<file path="src/rtl/rom_arb_pkg.sv">
`default_nettype none
// ============================================================================
//  Module      : rom_arb_pkg
//  Description : Shared types and default constants for the two-port ROM read
//                arbiter (fetch port / load port sharing one ROM read port).
//  Revision    : 1.0 - initial release
// ============================================================================
package rom_arb_pkg;

   // Default build parameters.
   localparam int unsigned c_DATA_WIDTH = 16;
   localparam int unsigned c_ADDR_WIDTH = 8;
   localparam int unsigned c_ROM_DEPTH  = 256;
   localparam int unsigned c_LATENCY    = 1;

   // Requester identity carried alongside each in-flight read.
   typedef enum logic {
      PORT_FETCH = 1'b0,
      PORT_LOAD  = 1'b1
   } port_id_t;

   // One pipeline slot: valid read, who asked, and whether it bypassed the ROM.
   typedef struct packed {
      logic     valid;
      port_id_t port;
      logic     oor;
   } rom_tag_t;

   localparam rom_tag_t c_TAG_IDLE = '{valid: 1'b0, port: PORT_FETCH, oor: 1'b0};

   // Unsigned range check; an address at or beyond the depth never reaches the ROM.
   function automatic logic addr_oor(input logic [31:0] addr, input int unsigned depth);
      return (addr >= depth);
   endfunction

endpackage
`default_nettype wire

</file>
<file path="src/rtl/rom_arb_tag_pipe.sv">
`default_nettype none
// ============================================================================
//  Module      : rom_arb_tag_pipe
//  Description : LATENCY-deep shift register of read tags. The tag leaving the
//                last stage lines up with the ROM data for the same read.
//  Revision    : 1.0 - initial release
// ============================================================================
module rom_arb_tag_pipe
   import rom_arb_pkg::*;
#(
   parameter int unsigned LATENCY = c_LATENCY
) (
   input  logic     clk,
   input  logic     rst,
   input  rom_tag_t tag_in,
   output rom_tag_t tag_out
);

   rom_tag_t r_stage [LATENCY];

   // Shift one stage per cycle; reset discards every in-flight read.
   always_ff @(posedge clk or posedge rst) begin
      if (rst) begin
         for (int i = 0; i < int'(LATENCY); i++) begin
            r_stage[i] <= c_TAG_IDLE;
         end
      end else begin
         r_stage[0] <= tag_in;
         for (int i = 1; i < int'(LATENCY); i++) begin
            r_stage[i] <= r_stage[i-1];
         end
      end
   end

   assign tag_out = r_stage[LATENCY-1];

endmodule
`default_nettype wire

</file>
<file path="src/rtl/rom_arbiter.sv">
`default_nettype none
// ============================================================================
//  Module      : rom_arbiter
//  Description : Round-robin arbiter letting the fetch port (0) and load port
//                (1) share one ROM read port. One read per cycle, responses
//                routed back in order, out-of-range reads answered with an
//                error without touching the ROM. LATENCY legal range 1..4.
//  Revision    : 1.0 - initial release
// ============================================================================
module rom_arbiter
   import rom_arb_pkg::*;
#(
   parameter int unsigned DATA_WIDTH = c_DATA_WIDTH,
   parameter int unsigned ADDR_WIDTH = c_ADDR_WIDTH,
   parameter int unsigned ROM_DEPTH  = c_ROM_DEPTH,
   parameter int unsigned LATENCY    = c_LATENCY
) (
   input  logic                  clk,
   input  logic                  rst,
   // request port 0 (fetch)
   input  logic                  req0_valid,
   input  logic [ADDR_WIDTH-1:0] req0_addr,
   output logic                  req0_ready,
   // request port 1 (load)
   input  logic                  req1_valid,
   input  logic [ADDR_WIDTH-1:0] req1_addr,
   output logic                  req1_ready,
   // response port 0
   output logic                  rsp0_valid,
   output logic [DATA_WIDTH-1:0] rsp0_data,
   output logic                  rsp0_error,
   // response port 1
   output logic                  rsp1_valid,
   output logic [DATA_WIDTH-1:0] rsp1_data,
   output logic                  rsp1_error,
   // shared ROM read port
   output logic                  rom_en,
   output logic [ADDR_WIDTH-1:0] rom_addr,
   input  logic [DATA_WIDTH-1:0] rom_data,
   input  logic                  rom_error
);

   logic                  r_prio;       // 0: port 0 wins a tie, 1: port 1 wins
   logic                  w_gnt0;
   logic                  w_gnt1;
   logic                  w_gnt_any;
   logic [ADDR_WIDTH-1:0] w_gnt_addr;
   logic                  w_gnt_oor;
   logic                  w_oor0;
   logic                  w_oor1;
   rom_tag_t              w_tag_in;
   rom_tag_t              w_tag_out;
   logic [DATA_WIDTH-1:0] w_rsp_data;
   logic                  w_rsp_error;

   // Range checks; with ROM_DEPTH = 2^ADDR_WIDTH these are constant false.
   assign w_oor0 = addr_oor(32'(req0_addr), ROM_DEPTH);
   assign w_oor1 = addr_oor(32'(req1_addr), ROM_DEPTH);

   // Grant selection: a lone requester wins, a tie goes to the prio port,
   // and reset suppresses every grant.
   always_comb begin
      w_gnt0 = 1'b0;
      w_gnt1 = 1'b0;
      if (!rst) begin
         if (req0_valid && (!req1_valid || (r_prio == 1'b0))) begin
            w_gnt0 = 1'b1;
         end else if (req1_valid) begin
            w_gnt1 = 1'b1;
         end
      end
   end

   assign w_gnt_any  = w_gnt0 | w_gnt1;
   assign req0_ready = w_gnt0;
   assign req1_ready = w_gnt1;

   // Address and range flag of whichever request was granted this cycle.
   always_comb begin
      w_gnt_addr = '0;
      w_gnt_oor  = 1'b0;
      if (w_gnt0) begin
         w_gnt_addr = req0_addr;
         w_gnt_oor  = w_oor0;
      end else if (w_gnt1) begin
         w_gnt_addr = req1_addr;
         w_gnt_oor  = w_oor1;
      end
   end

   // An out-of-range grant keeps its pipeline slot but never strobes the ROM.
   assign rom_en   = w_gnt_any & ~w_gnt_oor;
   assign rom_addr = rom_en ? w_gnt_addr : '0;

   // Round-robin pointer: after a grant the other port gets the next tie.
   always_ff @(posedge clk or posedge rst) begin
      if (rst) begin
         r_prio <= 1'b0;
      end else if (w_gnt0) begin
         r_prio <= 1'b1;
      end else if (w_gnt1) begin
         r_prio <= 1'b0;
      end
   end

   // Idle cycles push an invalid tag so slot timing always matches the ROM.
   assign w_tag_in = '{valid: w_gnt_any,
                       port:  (w_gnt1 ? PORT_LOAD : PORT_FETCH),
                       oor:   w_gnt_oor};

   rom_arb_tag_pipe #(
      .LATENCY (LATENCY)
   ) u_tag_pipe (
      .clk     (clk),
      .rst     (rst),
      .tag_in  (w_tag_in),
      .tag_out (w_tag_out)
   );

   // The ROM's own error is irrelevant for a read that never reached it.
   assign w_rsp_data  = w_tag_out.oor ? '0 : rom_data;
   assign w_rsp_error = w_tag_out.oor | rom_error;

   // Response registers: one-cycle pulse on the tagged port, zeros otherwise.
   always_ff @(posedge clk or posedge rst) begin
      if (rst) begin
         rsp0_valid <= 1'b0;
         rsp0_data  <= '0;
         rsp0_error <= 1'b0;
         rsp1_valid <= 1'b0;
         rsp1_data  <= '0;
         rsp1_error <= 1'b0;
      end else begin
         rsp0_valid <= 1'b0;
         rsp0_data  <= '0;
         rsp0_error <= 1'b0;
         rsp1_valid <= 1'b0;
         rsp1_data  <= '0;
         rsp1_error <= 1'b0;
         if (w_tag_out.valid) begin
            if (w_tag_out.port == PORT_FETCH) begin
               rsp0_valid <= 1'b1;
               rsp0_data  <= w_rsp_data;
               rsp0_error <= w_rsp_error;
            end else begin
               rsp1_valid <= 1'b1;
               rsp1_data  <= w_rsp_data;
               rsp1_error <= w_rsp_error;
            end
         end
      end
   end

endmodule
`default_nettype wire
</file>
<file path="config.mk">
export PLATFORM = sky130hd
export DESIGN_NAME = rom_arbiter
export DESIGN_NICKNAME = d
export VERILOG_FILES = /design/src/rtl/rom_arb_pkg.sv /design/src/rtl/rom_arb_tag_pipe.sv /design/src/rtl/rom_arbiter.sv
export SDC_FILE = /design/constraint.sdc
export NUM_CORES = 1
export LEC_CHECK = 0
export BUFFER_PORTS_ARGS = -buffer_cell sky130_fd_sc_hd__buf_2
export CORE_ASPECT_RATIO = 1.5
export CORE_MARGIN = 4
export CORE_UTILIZATION = 30
export DETAILED_ROUTE_END_ITERATION = 7
export PLACE_DENSITY = 0.62
export SYNTH_ARGS = -nofsm -noshare
export SYNTH_HDL_FRONTEND = slang
export SYNTH_SLANG_ARGS = --single-unit
</file>
<file path="constraint.sdc">
create_clock -name clk -period 1.45 [get_ports clk]
set_input_delay 0.0725 -clock clk [delete_from_list [all_inputs] [get_ports clk]]
set_output_delay 0.0725 -clock clk [all_outputs]
set_load 0.03 [all_outputs]
</file>
* Word-level counts from Yosys, hierarchy flattened
Cells that the tools add are included.
** Word-level totals
- Register bits after elaboration :: 39
- Output and inout port bits :: 47
- Word-level logic and storage cells :: 38
** Operators by class
- Mux-type cells :: 23
- Bitwise operators :: 2
- Reductions and logical operators :: 4
** Operators by type and width (count)
- 16-bit two-way mux :: 4
- 8-bit two-way mux :: 3
- 1-bit two-way mux :: 16
- 2-bit nonzero test :: 1
- 1-bit logical AND :: 1
- 1-bit logical NOT :: 1
- 1-bit logical OR :: 1
- 1-bit inverter :: 1
- 1-bit bitwise OR :: 1

* Depth between registers and ports, before layout
Gate-level depths: netlist of run 1.
- Word-level depth :: 8
- Gate-level depth with buffers :: 4
- Depth with buffers taken out :: 2

* By module
A second synthesis of run 1 with hierarchy kept.
** Second synthesis, totals
- Cells, all modules :: 114
- Area, all modules :: 1458.9 um^2
** By module, submodules not included
- rom_arbiter :: times used 1, cells each 110, area each 1380.1 um^2
- rom_arb_tag_pipe :: times used 1, cells each 4, area each 78.8 um^2

* Least setup slack after synthesis of run 1
OpenSTA, ideal clock, no wires.
- Kind :: input to register
- Start point :: in rst
- End point :: reg r_prio
- Setup time :: 70 ps
- Data arrival time :: 1322 ps
- Slack :: 58 ps
- Cell stages on the path :: 3
- Cells stage by stage :: buf_2 > inv_1 > a22o_1
** Between the ends
- Word-level cells in the longest chain between the ends :: 2
- Elaborated cells on any way between the ends :: 4
- Those cells by class :: mux: 3; reduce/logical: 1
** RTL lines
- start: declaration :: RTL line rom_arbiter.sv:19 : input logic rst,
- 1-bit two-way mux :: RTL line rom_arbiter.sv:65 : if (!rst) begin
- 1-bit two-way mux or 2-bit nonzero test (tied branches)
- end signal: assignment :: RTL line rom_arbiter.sv:98 : r_prio <= 1'b0;
- end signal: assignment :: RTL line rom_arbiter.sv:100 : r_prio <= 1'b1;
- end signal: assignment :: RTL line rom_arbiter.sv:102 : r_prio <= 1'b0;
- end: declaration :: RTL line rom_arbiter.sv:43 : logic r_prio;
Several ways; a longest one is shown, not always the timed one.
A chain may end at the register's enable or synchronous reset.

* Worst setup path in the final report of run 1
- Start point :: reg r_prio
- End point :: out rom_addr[5]
** Between the ends
- Word-level cells in the longest chain between the ends :: 8
- Elaborated cells on any way between the ends :: 11
- Those cells by class :: mux: 7; bitwise: 2; reduce/logical: 2
** RTL lines
- 1-bit inverter (*) :: RTL line rom_arbiter.sv:66 : if (req0_valid && (!req1_valid || (r_prio == 1'b0))) begin
- 1-bit logical OR (*) :: RTL line rom_arbiter.sv:66
- 1-bit logical AND (*) :: RTL line rom_arbiter.sv:66
- 1-bit two-way mux :: RTL line rom_arbiter.sv:66
- 1-bit two-way mux :: RTL line rom_arbiter.sv:65
- 8-bit two-way mux :: RTL line rom_arbiter.sv:85 : end else if (w_gnt1) begin
- 8-bit two-way mux :: RTL line rom_arbiter.sv:82 : if (w_gnt0) begin
- 8-bit two-way mux (*) :: RTL line rom_arbiter.sv:93 : assign rom_addr = rom_en ? w_gnt_addr : '0;
- end: declaration :: RTL line rom_arbiter.sv:38 : output logic [ADDR_WIDTH-1:0] rom_addr,
Every way passes the cells marked *; elsewhere a longest branch is shown, timed or not.

==> results of run 1 <==
==> synthesized netlist by cell type <==
cell      count  area (sq um)
clkbuf_2      1          5.00
and2_1       17           106
buf_6         3          33.8
dfrtp_1      39           976
buf_4         3          22.5
nor2b_4       1          13.8
a21bo_2       1          10.0
buf_2         1          5.00
o32ai_2       8           130
and3_1       17           106
nor2_1        5          18.8
a22o_1        1          8.76
inv_2         1          3.75
nor2b_1       1          6.26
clkbuf_1      1          3.75
nand2_1       1          3.75
inv_1         1          3.75
nand2b_1     17           106
==> cell type report <==
cell class                 count  area (sq um)
multi-input combinational     69           564
clock buffer                   5          68.8
clock inverter                 3          43.8
inverter                       2          7.51
timing repair buffer          88           495
tap                           66          82.6
sequential                    39           976
fill                         467          2690
==> layout by cell type (no fill, tap or decap), drive strengths merged <==
cell type and instances:
a21bo 1, clkbuf 5, and3 17, bufinv 1
nor2b 2, a22o 1, inv 2, buf 88
and2 17, nor2 5, dfrtp 39, clkinv 2
o32ai 8, nand2b 17, nand2 1
==> power by group <==
group          switching, mW  internal [mW]
Clock                  0.355          0.512
Combinational          0.299          0.186
Sequential            0.0184           1.13
Total                  0.672           1.83
==> sequential cells by signal (all words and copies together), names as in the netlist <==
signal              count
rsp1_valid              1
u_tag_pipe.tag_out      2
r_prio                  1
rsp1_data              16
rsp1_error              1
rsp0_error              1
rsp0_data              16
rsp0_valid              1
==> worst register-to-register path, delay by kind of cell, from the launching register on <==
kind	cells	cell delay (ns)
flops	1	0.41
simple gates	2	0.49
==> kinds of logic after synthesis <==
group,after synthesis,share of synthesized area
flops,39,0.624
simple gates,59,0.231
compound gates,10,0.0952
buf+inv,11,0.0496
==> timing repair <==
action | in CTS | in global routing
gates resized for setup | 8 | 14
gates cloned | 0 | 1
pin swaps | 0 | 8
endpoints found under the setup margin | 8 | 9
==> stage by stage <==
stage | area [sq um] | total power [mW]
after floorplan | 1560 | 1.47
after global placement | 2020 | 1.60
after detailed placement | 2020 | 1.60
after CTS | 2150 | 2.49
after global routing | 2240 | 2.64
final | 2240 | 2.50
==> how the worst max path moves through the flow <==
stage | depth (start not counted) | from | endpoint | slack, ns
global placement | 4 | r_prio | rom_addr[5] | 0.34
floorplan | 3 | rst | r_prio | 0.06
CTS | 4 | r_prio | rom_addr[4] | 0.004
global route | 3 | r_prio | req0_ready | -0.02
detailed placement | 4 | r_prio | rom_addr[4] | 0.31
finish | 4 | r_prio | rom_addr[5] | 0.04
==> layer usage <==
layer | vias to the layer above | wire [um] | part of all wire | GRT usage
li1 | 563 | - | - | -
met1 | 543 | 1170 | 0.33 | 0.117
met2 | 69 | 1980 | 0.56 | 0.223
met3 | 6 | 362 | 0.10 | 0.0324
met4 | 0 | 51 | 0.014 | 0.0406
met5 | - | 0 | 0 | 0
==> metrics.txt, run 1 <==
max_slew headroom 0.693; IO Count 84; DR pass1 iterations 3; RSZ-0062 raised after global routing true; Post-Syn Area approximately 1600 sq um; antenna-violating nets left 0; PortBufs a little over 80; Die Footprint 6460 sq um; depth of the CTS H-tree 2; final worst path period share 0.971; WL final around 3600 um; synth unique cells 18; largest net degree at the start of global routing 40; Critical Path RT 1.38 ns; initial antenna violation count 0; Hold Startpoint rom_data[5]; die height 96.4 um; final hold vios 0; core area 4930 sq um; Reg2Reg Depth 2; # Max-Cap Violations 0; CP Data Arrival Time 1.34 ns; CP Buf/Inv Count 2; Lkg Pwr 1.26 nW; last weighted congestion value of the routability-driven placer 0.708; clock skew between 0.005 and 0.006 ns; WHS a little under 0.01 ns; syn nets 156; initial core utilization 0.318; clock buffer count from CTS 5; Hold Path End rsp0_data[5]; flops & latches, synth 39; Finished Core Util 0.454; clk_lat worst skew 0.28 ns; Seq/Total Area, Yosys 0.624; DRC errors left 0; Setup-failing EPs final 0; chip width 67.0 um; Mapped Cells 119; pre-CTS WS 0.314 ns; CP top delay family flip-flops; slowest stage delay, CP approximately 0.43 ns; GRT overflow 0; cell total after placement 263; clock buffer depth 2; DR iter-0 viols 43; outcome finished clean; via count between 1,000 and 1,500; Worst Path Max Fanout 5; global-route wire length before repair between 5000 and 6000 um; Reg clk slew, reported paths approximately 0.070 ns; worst reg2reg endpoint rsp0_data[8]; vias in the first global route 1,279; Root Buffer clkbuf_8; fin crit period 1.41 ns; layout cells sized above 1 0.524; Hold Buf Count CTS 0; Rows 31; Final TNS setup 0 ns; hold depth 2; wire per inst 13.1 um; Setup CP Type reg2out; clock sink total 39; Setup Buffers After CTS 0; FMAX 710 MHz; Tot GR Track Use 0.116; setup ws final roughly 0.042 ns; post-DR vias/cell roughly 4.3; Worst-Margin Slew 0.461 ns; Reg2Reg Launch Point u_tag_pipe.tag_out[1]; HP Class in2reg; CTS tree yes; P&R area growth vs syn 43.1%; average size of a mapped cell 13.1 sq um; Reg2Reg Setup Slack ~0.48 ns; final cell count without fillers 272; Final Max Slew Viols 0; Worst VDD drop 0.000631 V; Detail Placement HPWL 2650 um; Crit-path slowest cell dfrtp_1; # diodes 0; Setup crit start kind flip-flop; post-layout net count 242; Pwr per Cell Area 1120 nW/um^2; Synth Warn # 0; Worst setup EP type output pin; worst path cell trace nor2b_2, buf_6, o32ai_2, buf_4
No activity file was read; power rests on OpenSTA's default activity.
==> run 2, diff against run 1 <==
--- a/config.mk
+++ b/config.mk
@@ -5,12 +5,14 @@
 export SDC_FILE = /design/constraint.sdc
 export NUM_CORES = 1
 export LEC_CHECK = 0
+export ABC_AREA = 1
 export BUFFER_PORTS_ARGS = -buffer_cell sky130_fd_sc_hd__buf_2
 export CORE_ASPECT_RATIO = 1.5
 export CORE_MARGIN = 4
 export CORE_UTILIZATION = 30
 export DETAILED_ROUTE_END_ITERATION = 7
-export PLACE_DENSITY = 0.62
+export PLACE_DENSITY = 0.63
 export SYNTH_ARGS = -nofsm -noshare
 export SYNTH_HDL_FRONTEND = slang
 export SYNTH_SLANG_ARGS = --single-unit
+export TNS_END_PERCENT = 1
==> run 2 against run 1 <==
Sequential power about the same. Global-route usage decreased by 0.60 points. Fmax increased by 4.5%. Wire length decreased by 10%. Die area decreased by 4.2%. Hold slack improved by 0.0099 ns. First-iteration DRC count increased by 74%. Synthesized cell count increased by 13%. Cell count increased by 6.6%. Clock power increased by 5.0%. Clock-buffer cell count increased by 1.
==> metrics.txt, run 2 <==
Worst VDD drop 0.000479 V (-24%); outcome finished clean; clk_lat worst skew 0.28 ns (about the same); antenna-violating nets left 0 (unchanged); leading cell types in the layout, fill and taps excluded buf_2, dfrtp_1, nor2_1, inv_1, nor2_4; cell total after placement 281 (+6.8%); grt met2 use 0.203 (-0.0198); Setup crit start kind flip-flop; clock skew 0.00491 ns (-0.000307 ns); biggest area consumer among synthesized cells dfrtp_1; PortBufs 83 (unchanged); grt met3 use 0.0417 (+0.00926); Tot GR Track Use 0.110 (-0.00595); clock sink total 39 (unchanged); Setup CP Type reg2out; Seq/Total Area, Yosys 0.654 (+0.0304); CP top delay family simple AND/OR/NAND/NOR gates; Worst Path Max Fanout 10 (+5); CP Buf/Inv Count 1 (-1); depth of the CTS H-tree 2 (unchanged); Reg2Reg Launch Point u_tag_pipe.tag_out[2]; origin of the worst setup path r_prio; DRC errors left 0 (unchanged); WL final 3200 um (-10%); synth unique cells 14 (-4); Detail Placement HPWL 2450 um (-7.5%); Reg clk slew, reported paths 0.07 ns (about the same); slowest stage delay, CP 0.39 ns (-0.04 ns); # Max-Cap Violations 0 (unchanged); Setup Buffers After CTS 0 (unchanged); # diodes 0 (unchanged); syn nets 171 (+9.6%); worst path cell trace nand2_4, nand2_4, nand2_1, nor2_1, clkbuf_4; vias in the first global route 1,232 (-3.7%); top post-synthesis cells by count dfrtp_1, nor2_1, inv_1; IO Count 84 (unchanged); RSZ-0062 raised after global routing false; HP Class in2reg; Post-synth EDFFs 0 (unchanged); DR iter-0 viols 75 (+74%); Mapped Cells 134 (+13%); FMAX 742 MHz (+4.5%); initial core utilization 0.310 (-0.00741); ys async rst share 1.00 (unchanged); Pwr per Cell Area 1180 nW/um^2 (+5.8%); Die Footprint 6190 sq um (-4.2%); initial antenna violation count 0 (unchanged); wire per inst 11.0 um (-16%); max_slew headroom 0.720 (+0.0277); final hold vios 0 (unchanged); CTS tree yes; layout cells sized above 1 0.496 (-0.0287); final worst path period share 0.929 (-0.0416); grt met1 use 0.110 (-0.00695); Synth area leaders dfrtp_1, nor2_4, nor2_1; fin crit period 1.35 ns (-0.0604 ns); # fillers 502 (+7.5%); die height 94.4 um (-2.2%); Worst setup EP type output pin; Setup-failing EPs final 0 (unchanged); Critical Path RT 1.38 ns (about the same); Root Buffer clkbuf_8; most numerous cell on the critical path nand2_4; global-route wire length before repair 5230 um (-8.6%); Hold Startpoint rom_data[0]; GRT overflow 0 (unchanged); Final Max Slew Viols 0 (unchanged); post-DR vias/cell 4.13 (-4.8%); DR pass1 iterations 3 (unchanged); CP Data Arrival Time 1.27 ns (-0.07 ns); clock buffer depth 2 (unchanged); top_reg_cell synth dfrtp_1; Rows 31 (unchanged); final cell count without fillers 290 (+6.6%); via count 1,199 (+1.5%); Post-Syn Area 1490 sq um (-4.6%); average size of a mapped cell 11.1 sq um (-15%); Synth Warn # 0 (unchanged); Lkg Pwr 1.28 nW (+2.0%); most common cell after layout, fill and taps aside buf_2; Synth top area share 0.654 (+0.0304); last weighted congestion value of the routability-driven placer 0.694 (-2.0%); Final TNS setup 0 ns (unchanged); GRT busiest layer met2; clock buffer count from CTS 5 (unchanged); Worst-Margin Slew 0.420 ns (-0.0415 ns); P&R area growth vs syn 41.3%; post-layout net count 260 (+7.4%); Crit-path slowest cell dfrtp_1; most common cell in the netlist dfrtp_1; flops & latches, synth 39 (unchanged); largest net degree at the start of global routing 35 (-13%); core area 4810 sq um (-2.4%); chip width 65.6 um (-2.1%)
==> run 2: changes by cell type in the layout (fill, tap and decap cells not counted), sizes merged, moves of 8 or more <==
cell,change
and2,-17
o32ai,-8
nand2,+12
inv,+21
nand2b,-17
nand4,+8
nor2,+32
nand3,+9
and3,-17
==> run 2: what timing repair did <==
| action | CTS | global route |
|---|---|---|
| hold endpoints to repair | 5 | 0 |
| hold buffers | 1 | 0 |
| endpoints found under the setup margin | 0 | 10 |
| gates resized for setup | 0 | 6 |
==> run 2: cells by family (layout without fill, tap and decap cells) <==
group / count (synthesis) / in the layout / share of synthesized area
and+or+nand+nor: 67 / 67 / 0.255
DFF: 39 / 39 / 0.654
buffers and inverters: 26 / 116 / 0.0839
AOI/OAI and AO/OA: 2 / 2 / 0.00671
==> run 2: cell type report <==
cell class,count,area (sq um),area share
Clock buffer,6,82.6,0.0392
Timing Repair Buffer,85,438,0.208
Tap cell,66,82.6,0.0392
Clock inverter,2,35.0,0.0166
Sequential cell,39,976,0.463
Inverter,23,88.8,0.0422
Multi-Input combinational cell,69,404,0.192
==> run 2: power by group <==
group	internal, mW	leakage (nW)	total [mW]	switching (mW)
Clock	0.556	0.0612	0.910	0.353
Sequential	1.14	0.524	1.15	0.0176
Combinational	0.126	0.698	0.429	0.302
==> run 2: final timing paths <==
kind / to / cells past startpoint / slack, ns
worst min register to register: rsp0_valid / 1 / 0.50
worst min-delay path: rsp1_data[0] / 3 / 0.02
min in group asynchronous: u_tag_pipe.tag_out[1] / 3 / 0.08
worst max register to register: rsp0_data[1] / 4 / 0.42
worst max-delay path: req1_ready / 5 / 0.10
max in group asynchronous: rsp0_data[5] / 3 / 0.83
==> run 2: stage by stage <==
step / util / hold WS (ns) / total power, mW / worst slack (ns) / area, sq um
final: 0.438 / 0.0199 / 2.49 / 0.103 / 2110
after floorplan: - / 0.0925 / 1.47 / 0.0565 / 1490
after detailed placement: 0.408 / 0.0698 / 1.60 / 0.348 / 1960
after global routing: 0.438 / 0.00794 / 2.64 / 0.000924 / 2110
after global placement: 0.408 / 0.0786 / 1.60 / 0.361 / 1960
after CTS: 0.434 / 0.00720 / 2.53 / 0.00184 / 2090
==> run 2: per-layer routing <==
metal	vias to the layer above	routed length, um
met1	542	1160
li1	584	-
met2	69	1630
met4	0	27
met3	4	380
met5	-	0
==> run 2: tightest hold or removal path, stage by stage <==
cell and delay [ns]:
buf_2 0.09, inv_1 0.05, nor2_1 0.04
==> run 3, diff against run 2 <==
--- a/config.mk
+++ b/config.mk
@@ -7,11 +7,13 @@
 export LEC_CHECK = 0
 export ABC_AREA = 1
 export BUFFER_PORTS_ARGS = -buffer_cell sky130_fd_sc_hd__buf_2
+export CELL_PAD_IN_SITES_DETAIL_PLACEMENT = 0
+export CELL_PAD_IN_SITES_GLOBAL_PLACEMENT = 2
 export CORE_ASPECT_RATIO = 1.5
 export CORE_MARGIN = 4
-export CORE_UTILIZATION = 30
+export CORE_UTILIZATION = 25
 export DETAILED_ROUTE_END_ITERATION = 7
-export PLACE_DENSITY = 0.63
+export PLACE_DENSITY = 0.84
 export SYNTH_ARGS = -nofsm -noshare
 export SYNTH_HDL_FRONTEND = slang
 export SYNTH_SLANG_ARGS = --single-unit
==> constraint.sdc (replaced) <==
create_clock -name clk -period 1.45 [get_ports clk]
set_input_delay 0 -clock clk [delete_from_list [all_inputs] [get_ports clk]]
set_output_delay 0 -clock clk [all_outputs]
set_load 0.01 [all_outputs]
==> run 3 against run 2 <==
Flip-flop and latch count is the same. Non-clock buffer count grew 18. First-iteration DRC count shrank 68%. Clock skew shrank 0.0013 ns. Combinational power shrank 16%. Critical path depth grew 1. Sequential share of layout area shrank 3.8 points. Worst setup slack gained 0.027 ns. Final area grew 9.0%. Register-to-register slack gained 0.04 ns. Hold slack gained 0.10 ns. Critical path type is now in2out.
==> metrics.txt, run 3 (synthesis results as in run 2) <==
outcome finished clean; hold depth 3 (unchanged); clock sink total 39 (unchanged); # diodes 0 (unchanged); max_slew headroom 0.679 (-0.0409); DR iter-0 viols 24 (-68%); Reg2Reg Setup Slack 0.46 ns (+0.04 ns); Rows 34 (+9.7%); depth of the CTS H-tree 2 (unchanged); GRT overflow 0 (unchanged); WL final 3360 um (+5.2%); DRC errors left 0 (unchanged); Final TNS setup 0 ns (unchanged); RSZ-0062 raised after global routing false; FF+latch area 976 sq um (unchanged); CP Data Arrival Time 1.32 ns (+0.05 ns); FMAX 757 MHz (+2.0%); most common cell after layout, fill and taps aside buf_2; post-layout net count 278 (+6.9%); clock buffer count from CTS 5 (unchanged); initial core utilization 0.258 (-0.0523); Final Max Slew Viols 0 (unchanged); PortBufs 83 (unchanged); die height 103 um (+8.7%); antenna-violating nets left 0 (unchanged); global-route wire length before repair 5780 um (+11%); Setup CP Type in2out; fin crit period 1.32 ns (-0.0268 ns); chip width 71.1 um (+8.4%); Worst Path Max Fanout 10 (unchanged); post-DR vias/cell 4.03 (-2.5%); clock buffer depth 2 (unchanged); via count 1,266 (+5.6%); largest net degree at the start of global routing 40 (+14%); Root Buffer clkbuf_8; last weighted congestion value of the routability-driven placer 0.661 (-4.7%); wire per inst 10.7 um (-2.8%); Reg2Reg Depth 4 (unchanged); leading cell types in the layout, fill and taps excluded buf_2, dfrtp_1, nor2_1, inv_1, dlygate4sd3_1; Critical Path RT 1.45 ns (+0.07 ns); # Max-Cap Violations 0 (unchanged); Setup-failing EPs final 0 (unchanged); Die Footprint 7290 sq um (+18%); IO Count 84 (unchanged); Worst VDD drop 0.000454 V (-5.1%); CTS tree yes; Power Total 2.55 mW (+2.3%); core area 5790 sq um (+20%); DR pass1 iterations 4 (+1); Worst-Margin Slew 0.481 ns (+0.0613 ns); clock skew 0.00365 ns (-0.00127 ns); clk_lat worst skew 0.28 ns (about the same); Detail Placement HPWL 2470 um (+0.94%); initial antenna violation count 0 (unchanged); layout cells sized above 1 0.450 (-0.0451); P&R area growth vs syn 53.9%; Worst setup EP type output pin; Tot GR Track Use 0.101 (-0.00942); Setup crit start kind input port; Reg clk slew, reported paths 0.07 ns (about the same); final worst path period share 0.911 (-0.0185); multi-input logic area 395 sq um (-2.2%); Lkg Pwr 1.36 nW (+5.7%); vias in the first global route 1,297 (+5.3%); final hold vios 0 (unchanged); HP Class in2reg; # fillers 581 (+16%); Pwr per Cell Area 1110 nW/um^2 (-6.1%)
## run 3: cell types whose count changed in the layout (fill, tap and decap cells not counted)
cell           delta
dlygate4sd3_1    +18
buf_2             +2
buf_4             -1
bufinv_16         +1
clkbuf_1          +1
clkbuf_4          -1
clkbuf_8          -1
clkinv_2          -1
nand2_2           +1
nand2_4           -1
o21ai_0           +1
o21ai_2           -1
## run 3: worst paths after layout
path / startpoint / endpoint
worst min-delay path: req0_valid / r_prio
max in group asynchronous: rst / rsp1_data[15]
worst max register to register: u_tag_pipe.tag_out[2] / rsp0_data[14]
worst max-delay path: req1_valid / rom_en
min in group asynchronous: rst / u_tag_pipe.tag_out[1]
worst min register to register: u_tag_pipe.tag_out[1] / rsp0_valid
## run 3: layer usage
layer / track usage / vias up / part of all wire
li1: - / 622 / -
met1: 0.0967 / 566 / 0.35
met2: 0.199 / 73 / 0.52
met3: 0.0312 / 5 / 0.11
met4: 0.0347 / 0 / 0.016
met5: 0 / - / 0
## run 3: repair_timing
item / 4_1_cts / 5_1_grt
resized for setup: 0 / 1
setup buffers: 0 / 0
hold endpoints to repair: 34 / 0
hold buffers: 19 / 0
setup endpoints to repair: 0 / 1
## run 3: critical path, cell delays in order
cell,delay [ns]
dlygate4sd3_1,0.53
buf_2,0.14
nand2_2,0.18
nand3_1,0.14
o21ai_0,0.14
buf_2,0.18
## run 3: final cells by class
cell class,count,area share
Inverter,23,0.0387
Timing Repair Buffer,103,0.267
Clock inverter,2,0.0262
Tap cell,72,0.0392
Clock buffer,6,0.0316
Multi-Input combinational cell,69,0.172
Sequential cell,39,0.425
## run 3: report_power, final
| part | internal, mW | switching [mW] | leakage [nW] |
|---|---|---|---|
| registers | 1.14 | 0.0150 | 0.524 |
| clock network | 0.687 | 0.352 | 0.0654 |
| logic | 0.153 | 0.206 | 0.767 |
| total | 1.98 | 0.573 | 1.36 |
## run 3: stage by stage
stage / util / area, sq um / cells / hold WS [ns] / setup WS, ns
6_report: 0.397 / 2300 / 314 / 0.121 / 0.130
3_5_place_dp: 0.340 / 1970 / 287 / 0.240 / 0.447
2_1_floorplan: - / 1490 / 134 / 0.0200 / 0.383
5_1_grt: 0.397 / 2300 / 314 / 0.125 / 0.0146
4_1_cts: 0.396 / 2290 / 314 / 0.101 / 0.139
3_3_place_gp: 0.340 / 1970 / 287 / 0.240 / 0.449
